[config.mk]
export PLATFORM = sky130hd
export DESIGN_NAME = axis_demux_1to2
export DESIGN_NICKNAME = d
export VERILOG_FILES = /design/src/rtl/axis_demux_1to2.sv
export SDC_FILE = /design/constraint.sdc
export NUM_CORES = 1
export LEC_CHECK = 0
export ABC_AREA = 1
export ABC_CLOCK_PERIOD_IN_PS = 3600
export CAP_MARGIN = 15
export CORE_MARGIN = 10
export CORE_UTILIZATION = 52
export CTS_CLUSTER_SIZE = 28
export DETAILED_ROUTE_END_ITERATION = 12
export PLACE_DENSITY = 0.84
export REMOVE_ABC_BUFFERS = 1
export SLEW_MARGIN = 5
export SYNTH_ARGS = -nofsm -noshare
export SYNTH_HDL_FRONTEND = slang
export SYNTH_SLANG_ARGS = --single-unit
[constraint.sdc]
create_clock -name clk -period 3.6 [get_ports clk]
set_input_delay 0.72 -clock clk [delete_from_list [all_inputs] [get_ports clk]]
set_output_delay 0.72 -clock clk [all_outputs]
set_load 0.05 [all_outputs]
[src/rtl/axis_demux_1to2.sv]
// ---------------------------------------------------------------------------
// axis_demux_1to2
//   Packet-aware 1:2 AXI-Stream demultiplexer. Each packet on the slave port
//   is steered to output 1 (sel=0) or output 2 (sel=1). The route is chosen
//   on the first beat and held until s_last is accepted. Each output owns a
//   2-entry skid slice, so s_ready never depends combinationally on m_ready_*.
//
//   Optional feature macro: AXIS_DEMUX_PKT_CNT_EN
//     defined     -> pkt_cnt_k counts delivered last-beats on output k (wraps)
//     not defined -> pkt_cnt_k tied to 0
//
//   Ports (top):
//     clk, reset_n               clock, async active-low reset
//     sel                        route select, sampled at packet start only
//     s_data/s_valid/s_ready/s_last          slave stream
//     m_data_k/m_valid_k/m_ready_k/m_last_k  master streams, k = 1,2
//     pkt_cnt_1/pkt_cnt_2        delivered-packet counters
// ---------------------------------------------------------------------------

// Per-output 2-entry skid slice. Entry 0 is always the head.
//   i_push      write {i_data,i_last}; caller guarantees !o_full
//   i_ready     downstream ready; pops the head when valid
//   o_full      count == 2
//   o_valid/o_data/o_last  head entry (data/last forced 0 when empty)
//   o_pkt_cnt   delivered last-beat counter (0 when feature disabled)
module axis_demux_slice #(
    parameter int DATA_W = 8,
    parameter int CNT_W  = 16
) (
    input  logic              clk,
    input  logic              reset_n,
    input  logic              i_push,
    input  logic [DATA_W-1:0] i_data,
    input  logic              i_last,
    input  logic              i_ready,
    output logic              o_full,
    output logic              o_valid,
    output logic [DATA_W-1:0] o_data,
    output logic              o_last,
    output logic [CNT_W-1:0]  o_pkt_cnt
);
    logic [1:0]        r_cnt;
    logic [DATA_W-1:0] r_d0, r_d1;
    logic              r_l0, r_l1;
    logic              w_pop;

    assign w_pop   = (r_cnt != 2'd0) && i_ready;
    assign o_full  = (r_cnt == 2'd2);
    assign o_valid = (r_cnt != 2'd0);
    assign o_data  = o_valid ? r_d0 : '0;
    assign o_last  = o_valid ? r_l0 : 1'b0;

    always_ff @(posedge clk or negedge reset_n) begin
        if (!reset_n) begin
            r_cnt <= 2'd0;
            r_d0  <= '0;
            r_d1  <= '0;
            r_l0  <= 1'b0;
            r_l1  <= 1'b0;
        end else begin
            case ({i_push, w_pop})
                2'b10: begin
                    // fill the first free slot; head only moves when empty
                    if (r_cnt == 2'd0) begin
                        r_d0 <= i_data;
                        r_l0 <= i_last;
                    end else begin
                        r_d1 <= i_data;
                        r_l1 <= i_last;
                    end
                    r_cnt <= r_cnt + 2'd1;
                end
                2'b01: begin
                    r_d0  <= r_d1;
                    r_l0  <= r_l1;
                    r_cnt <= r_cnt - 2'd1;
                end
                2'b11: begin
                    // count unchanged; new beat lands behind any survivor
                    if (r_cnt == 2'd1) begin
                        r_d0 <= i_data;
                        r_l0 <= i_last;
                    end else begin
                        r_d0 <= r_d1;
                        r_l0 <= r_l1;
                        r_d1 <= i_data;
                        r_l1 <= i_last;
                    end
                end
                default: ;
            endcase
        end
    end

`ifdef AXIS_DEMUX_PKT_CNT_EN
    logic [CNT_W-1:0] r_pkt_cnt;

    always_ff @(posedge clk or negedge reset_n) begin
        if (!reset_n)
            r_pkt_cnt <= '0;
        else if (w_pop && r_l0)
            r_pkt_cnt <= r_pkt_cnt + 1'b1;
    end

    assign o_pkt_cnt = r_pkt_cnt;
`else
    assign o_pkt_cnt = '0;
`endif
endmodule

module axis_demux_1to2 #(
    parameter int DATA_W = 8,
    parameter int CNT_W  = 16
) (
    input  logic              clk,
    input  logic              reset_n,
    input  logic              sel,
    input  logic [DATA_W-1:0] s_data,
    input  logic              s_valid,
    output logic              s_ready,
    input  logic              s_last,
    output logic [DATA_W-1:0] m_data_1,
    output logic              m_valid_1,
    input  logic              m_ready_1,
    output logic              m_last_1,
    output logic [DATA_W-1:0] m_data_2,
    output logic              m_valid_2,
    input  logic              m_ready_2,
    output logic              m_last_2,
    output logic [CNT_W-1:0]  pkt_cnt_1,
    output logic [CNT_W-1:0]  pkt_cnt_2
);
    localparam int NUM_OUT = 2;

    typedef enum logic [1:0] {IDLE, ROUTE_1, ROUTE_2} state_t;

    state_t                          r_state;
    logic                            w_tgt;     // 0 -> output 1, 1 -> output 2
    logic                            w_acc;
    logic [NUM_OUT-1:0]              w_push;
    logic [NUM_OUT-1:0]              w_full;
    logic [NUM_OUT-1:0]              w_m_ready;
    logic [NUM_OUT-1:0]              w_m_valid;
    logic [NUM_OUT-1:0]              w_m_last;
    logic [NUM_OUT-1:0][DATA_W-1:0]  w_m_data;
    logic [NUM_OUT-1:0][CNT_W-1:0]   w_pkt_cnt;

    // sel only matters in IDLE; inside a packet the route is locked
    always_comb begin
        w_tgt = sel;
        case (r_state)
            ROUTE_1: w_tgt = 1'b0;
            ROUTE_2: w_tgt = 1'b1;
            default: w_tgt = sel;
        endcase
    end

    assign s_ready = !w_full[w_tgt];
    assign w_acc   = s_valid && s_ready;

    always_ff @(posedge clk or negedge reset_n) begin
        if (!reset_n) begin
            r_state <= IDLE;
        end else if (w_acc) begin
            case (r_state)
                IDLE:    if (!s_last) r_state <= sel ? ROUTE_2 : ROUTE_1;
                ROUTE_1,
                ROUTE_2: if (s_last) r_state <= IDLE;
                default: r_state <= IDLE;
            endcase
        end
    end

    assign w_m_ready = {m_ready_2, m_ready_1};

    for (genvar g = 0; g < NUM_OUT; g++) begin : g_out
        assign w_push[g] = w_acc && (w_tgt == g[0]);

        axis_demux_slice #(
            .DATA_W (DATA_W),
            .CNT_W  (CNT_W)
        ) u_slice (
            .clk       (clk),
            .reset_n   (reset_n),
            .i_push    (w_push[g]),
            .i_data    (s_data),
            .i_last    (s_last),
            .i_ready   (w_m_ready[g]),
            .o_full    (w_full[g]),
            .o_valid   (w_m_valid[g]),
            .o_data    (w_m_data[g]),
            .o_last    (w_m_last[g]),
            .o_pkt_cnt (w_pkt_cnt[g])
        );
    end

    assign m_data_1  = w_m_data[0];
    assign m_valid_1 = w_m_valid[0];
    assign m_last_1  = w_m_last[0];
    assign pkt_cnt_1 = w_pkt_cnt[0];
    assign m_data_2  = w_m_data[1];
    assign m_valid_2 = w_m_valid[1];
    assign m_last_2  = w_m_last[1];
    assign pkt_cnt_2 = w_pkt_cnt[1];
endmodule

==> results.json, run 1 <==
{
  "htreeDepth": 2,
  "via_count": 2270,
  "hold_end": "g_out[1].u_slice.r_d1[2]",
  "reg2reg_to": "g_out[0].u_slice.r_d1[6]",
  "min-delay-start": "g_out[1].u_slice.r_d1[2]",
  "synth_warnings": 0,
  "rsz0062_at_grt": "no",
  "setup_viol": 0,
  "critical_path_class": "in -> out",
  "synth_top_cell_area_share": 0.382,
  "synth_seq_cells": 42,
  "dieArea_um2": 8590,
  "synth_xor_area_frac": 0.0127,
  "leakage_nw": 1.71,
  "layout.cells.non_filler": 473,
  "grt_pass1_vias": 2192,
  "ys_types": 22,
  "layout.nets": 430,
  "route.detailed.drc": 0,
  "num_io_pins": 68,
  "slew_headroom": 0.392,
  "synthTopCellsByArea": "dfrtp_1 (38%), nand2_1 (16%), buf_4 (9.6%)",
  "ys.flop_type": "dfrtp_1",
  "synthAdderAreaFrac": 0.0592,
  "hp-class": "reg -> reg",
  "status": "finished, final reports clean",
  "synth_top_family_by_area": "simple AND/OR/NAND/NOR gates",
  "post_cts_buffers": 0,
  "fmax_ghz": 0.319,
  "crit_slowest_cell": "clkdlybuf4s50_1",
  "grt_antenna_before_repair": 0,
  "cts_buffers": 5,
  "multiInputGateArea_um2": 1320,
  "cts_tree": "done",
  "vias_per_cell": 4.80,
  "finalSetupTns_ns": 0,
  "ctsResizeCount": 0,
  "cts_root_buf": "clkbuf_8",
  "path_cells": "clkdlybuf4s50_1 -> nand2_2 -> nand2_4 -> nand2_4 -> nand2_1 -> clkdlybuf4s50_1",
  "reg2reg_slack_ns": 1.02,
  "grt.total_usage": 0.141,
  "max-vdd-ir-drop_uv": 440,
  "synth_compound_area_frac": 0.0346,
  "yosysTopAreaCell": "dfrtp_1",
  "dp_cells": 465,
  "yosys.area_share.simple": 0.331,
  "drt_iter0_drc": 143,
  "reg2reg_depth": 8,
  "min_period_ns": 3.14,
  "cts_sinks": 42,
  "rr_startpoint": "g_out[0].u_slice.r_cnt[0]",
  "yosysSeqAreaShare": 0.382,
  "seq_area_um2": 1050,
  "postCtsHoldBufs": 0,
  "crit_arrival_ns": 2.42,
  "drt-total-wl_mm": 5.94,
  "antenna_left": 0,
  "critPathMaxFanout": 4,
  "io_buffers": 35,
  "initial_core_util": 0.538,
  "skew_ns": 0.00532,
  "grt_max_degree": 43,
  "fillers": 447,
  "synthArstFlopShare": 1.00,
  "die_x_um": 92.7,
  "dp_hpwl_mm": 4.57,
  "clockBufferDepth": 2,
  "grt_overflow": 0,
  "end_kind": "output port",
  "core-area_um2": 5110,
  "dr.pass1.iters": 4,
  "synthMuxAreaShare": 0,
  "power.density_nw_per_um2": 936,
  "syn_avg_cell_area_um2": 7.47,
  "rows": 26,
  "clk_pin_slew_ns": 0.08,
  "maxSlewViolCount": 0,
  "syn_area_um2": 2750,
  "hold_path_depth": 2,
  "hold_viol": 0,
  "grt_first_pass_wirelength_mm": 10.1,
  "die_y_um": 92.7,
  "worst_slew_pin_slew_ns": 0.912,
  "drive_above_1_share": 0.0670,
  "routabilityCongestion": 0.835,
  "start_kind": "primary input",
  "clk_latency_ns": 0.30,
  "required_ns": 2.88,
  "synth_cells": 368,
  "wl_per_cell_um": 12.5,
  "num_antenna_cells": 0,
  "synth_edf_count": 0,
  "fin_crit_sh": 0.871,
  "area_growth_pct": 13.7,
  "critPathMaxStageDelay_ns": 0.82,
  "drv_cap": 0
}
==> final cells by class <==
type	count	area share
multi-input cells	266	0.423
flip-flops and latches	42	0.336
repair buffers	37	0.115
inverters	50	0.0624
well taps	70	0.0280
clock buffers	6	0.0232
clock inverters	2	0.0120
==> cells in the mapped netlist, types with 3 or more instances <==
cell type  instances
o21ai_0           12
dfrtp_1           42
ha_1              13
nand2_4            5
nand2_2            3
inv_1             47
buf_4             35
nor2_1            22
nand3_1           47
nand2_1          120
buf_2              3
xnor2_1            4
==> worst max-delay path by stage <==
stage,end,slack [ns],start
floorplan,g_out[0].u_slice.r_d1[0],1.04,g_out[0].u_slice.r_cnt[0]
global placement,s_ready,0.47,sel
detailed placement,s_ready,0.45,sel
CTS,s_ready,0.45,sel
global route,s_ready,0.38,sel
finish,s_ready,0.46,sel
==> registers in the layout, summed over array words and instances, names as in the netlist <==
signal,cells
r_state,2
g_out.u_slice.r_cnt,4
g_out.u_slice.r_d0,16
g_out.u_slice.r_l1,2
g_out.u_slice.r_d1,16
g_out.u_slice.r_l0,2
==> routing by layer <==
layer  wire length (um)  track usage  part of all wire
met5                  0            0                 0
met4                 45       0.0514            0.0076
met3                484       0.0484             0.082
met2               3040        0.246              0.51
met1               2360        0.154              0.40
==> worst max-delay path: cells and delay by family <==
family                 cells  cell delay (ns)
buffers and inverters      2             1.36
AND/OR/NAND/NOR            4             0.35
==> per-stage QoR <==
step	util	hold WS [ns]	total power [mW]	setup WS [ns]	area [um^2]
2_1_floorplan	-	0.424	2.10	1.04	2570
3_3_place_gp	0.591	0.454	2.51	0.467	3020
3_5_place_dp	0.591	0.466	2.58	0.452	3020
4_1_cts	0.612	0.485	2.96	0.451	3130
5_1_grt	0.612	0.505	3.16	0.378	3130
6_report	0.612	0.482	2.93	0.464	3130
==> placed cells by master (no fill, tap or decap), types with 12 or more instances in the layout <==
master,count
clkdlybuf4s50_1,34
conb_1,32
dfrtp_1,42
ha_1,13
inv_1,47
nand2_1,120
nand3_1,47
nor2_1,22
o21ai_0,12
==> cell families (layout without fill, tap and decap cells) <==
| family | after synthesis | in the layout |
|---|---|---|
| other | 1 | 32 |
| flip-flops | 42 | 42 |
| buffers and inverters | 91 | 95 |
| AND/OR/NAND/NOR | 202 | 202 |
| AO/OA/AOI/OAI | 15 | 15 |
| XOR/XNOR | 4 | 4 |
| adder cells (fa/ha/maj) | 13 | 13 |
==> power breakdown <==
| group | switching [mW] | internal (mW) | total (mW) | leakage, nW |
|---|---|---|---|---|
| registers | 0.127 | 0.692 | 0.819 | 0.526 |
| clock network | 0.161 | 0.207 | 0.368 | 0.0514 |
| logic | 1.19 | 0.551 | 1.74 | 1.14 |
| total | 1.48 | 1.45 | 2.93 | 1.71 |
Note: power is estimated with default switching activity, not from simulation.
==> inputs of run 2 (changes only) <==
--- a/config.mk
+++ b/config.mk
@@ -12,6 +12,7 @@
 export CORE_UTILIZATION = 52
 export CTS_CLUSTER_SIZE = 28
 export DETAILED_ROUTE_END_ITERATION = 12
+export HOLD_SLACK_MARGIN = 0.05
 export PLACE_DENSITY = 0.84
 export REMOVE_ABC_BUFFERS = 1
 export SLEW_MARGIN = 5
==> results of run 2 <==
Same layout as run 1: the final DEF is identical, and so are final timing and power.
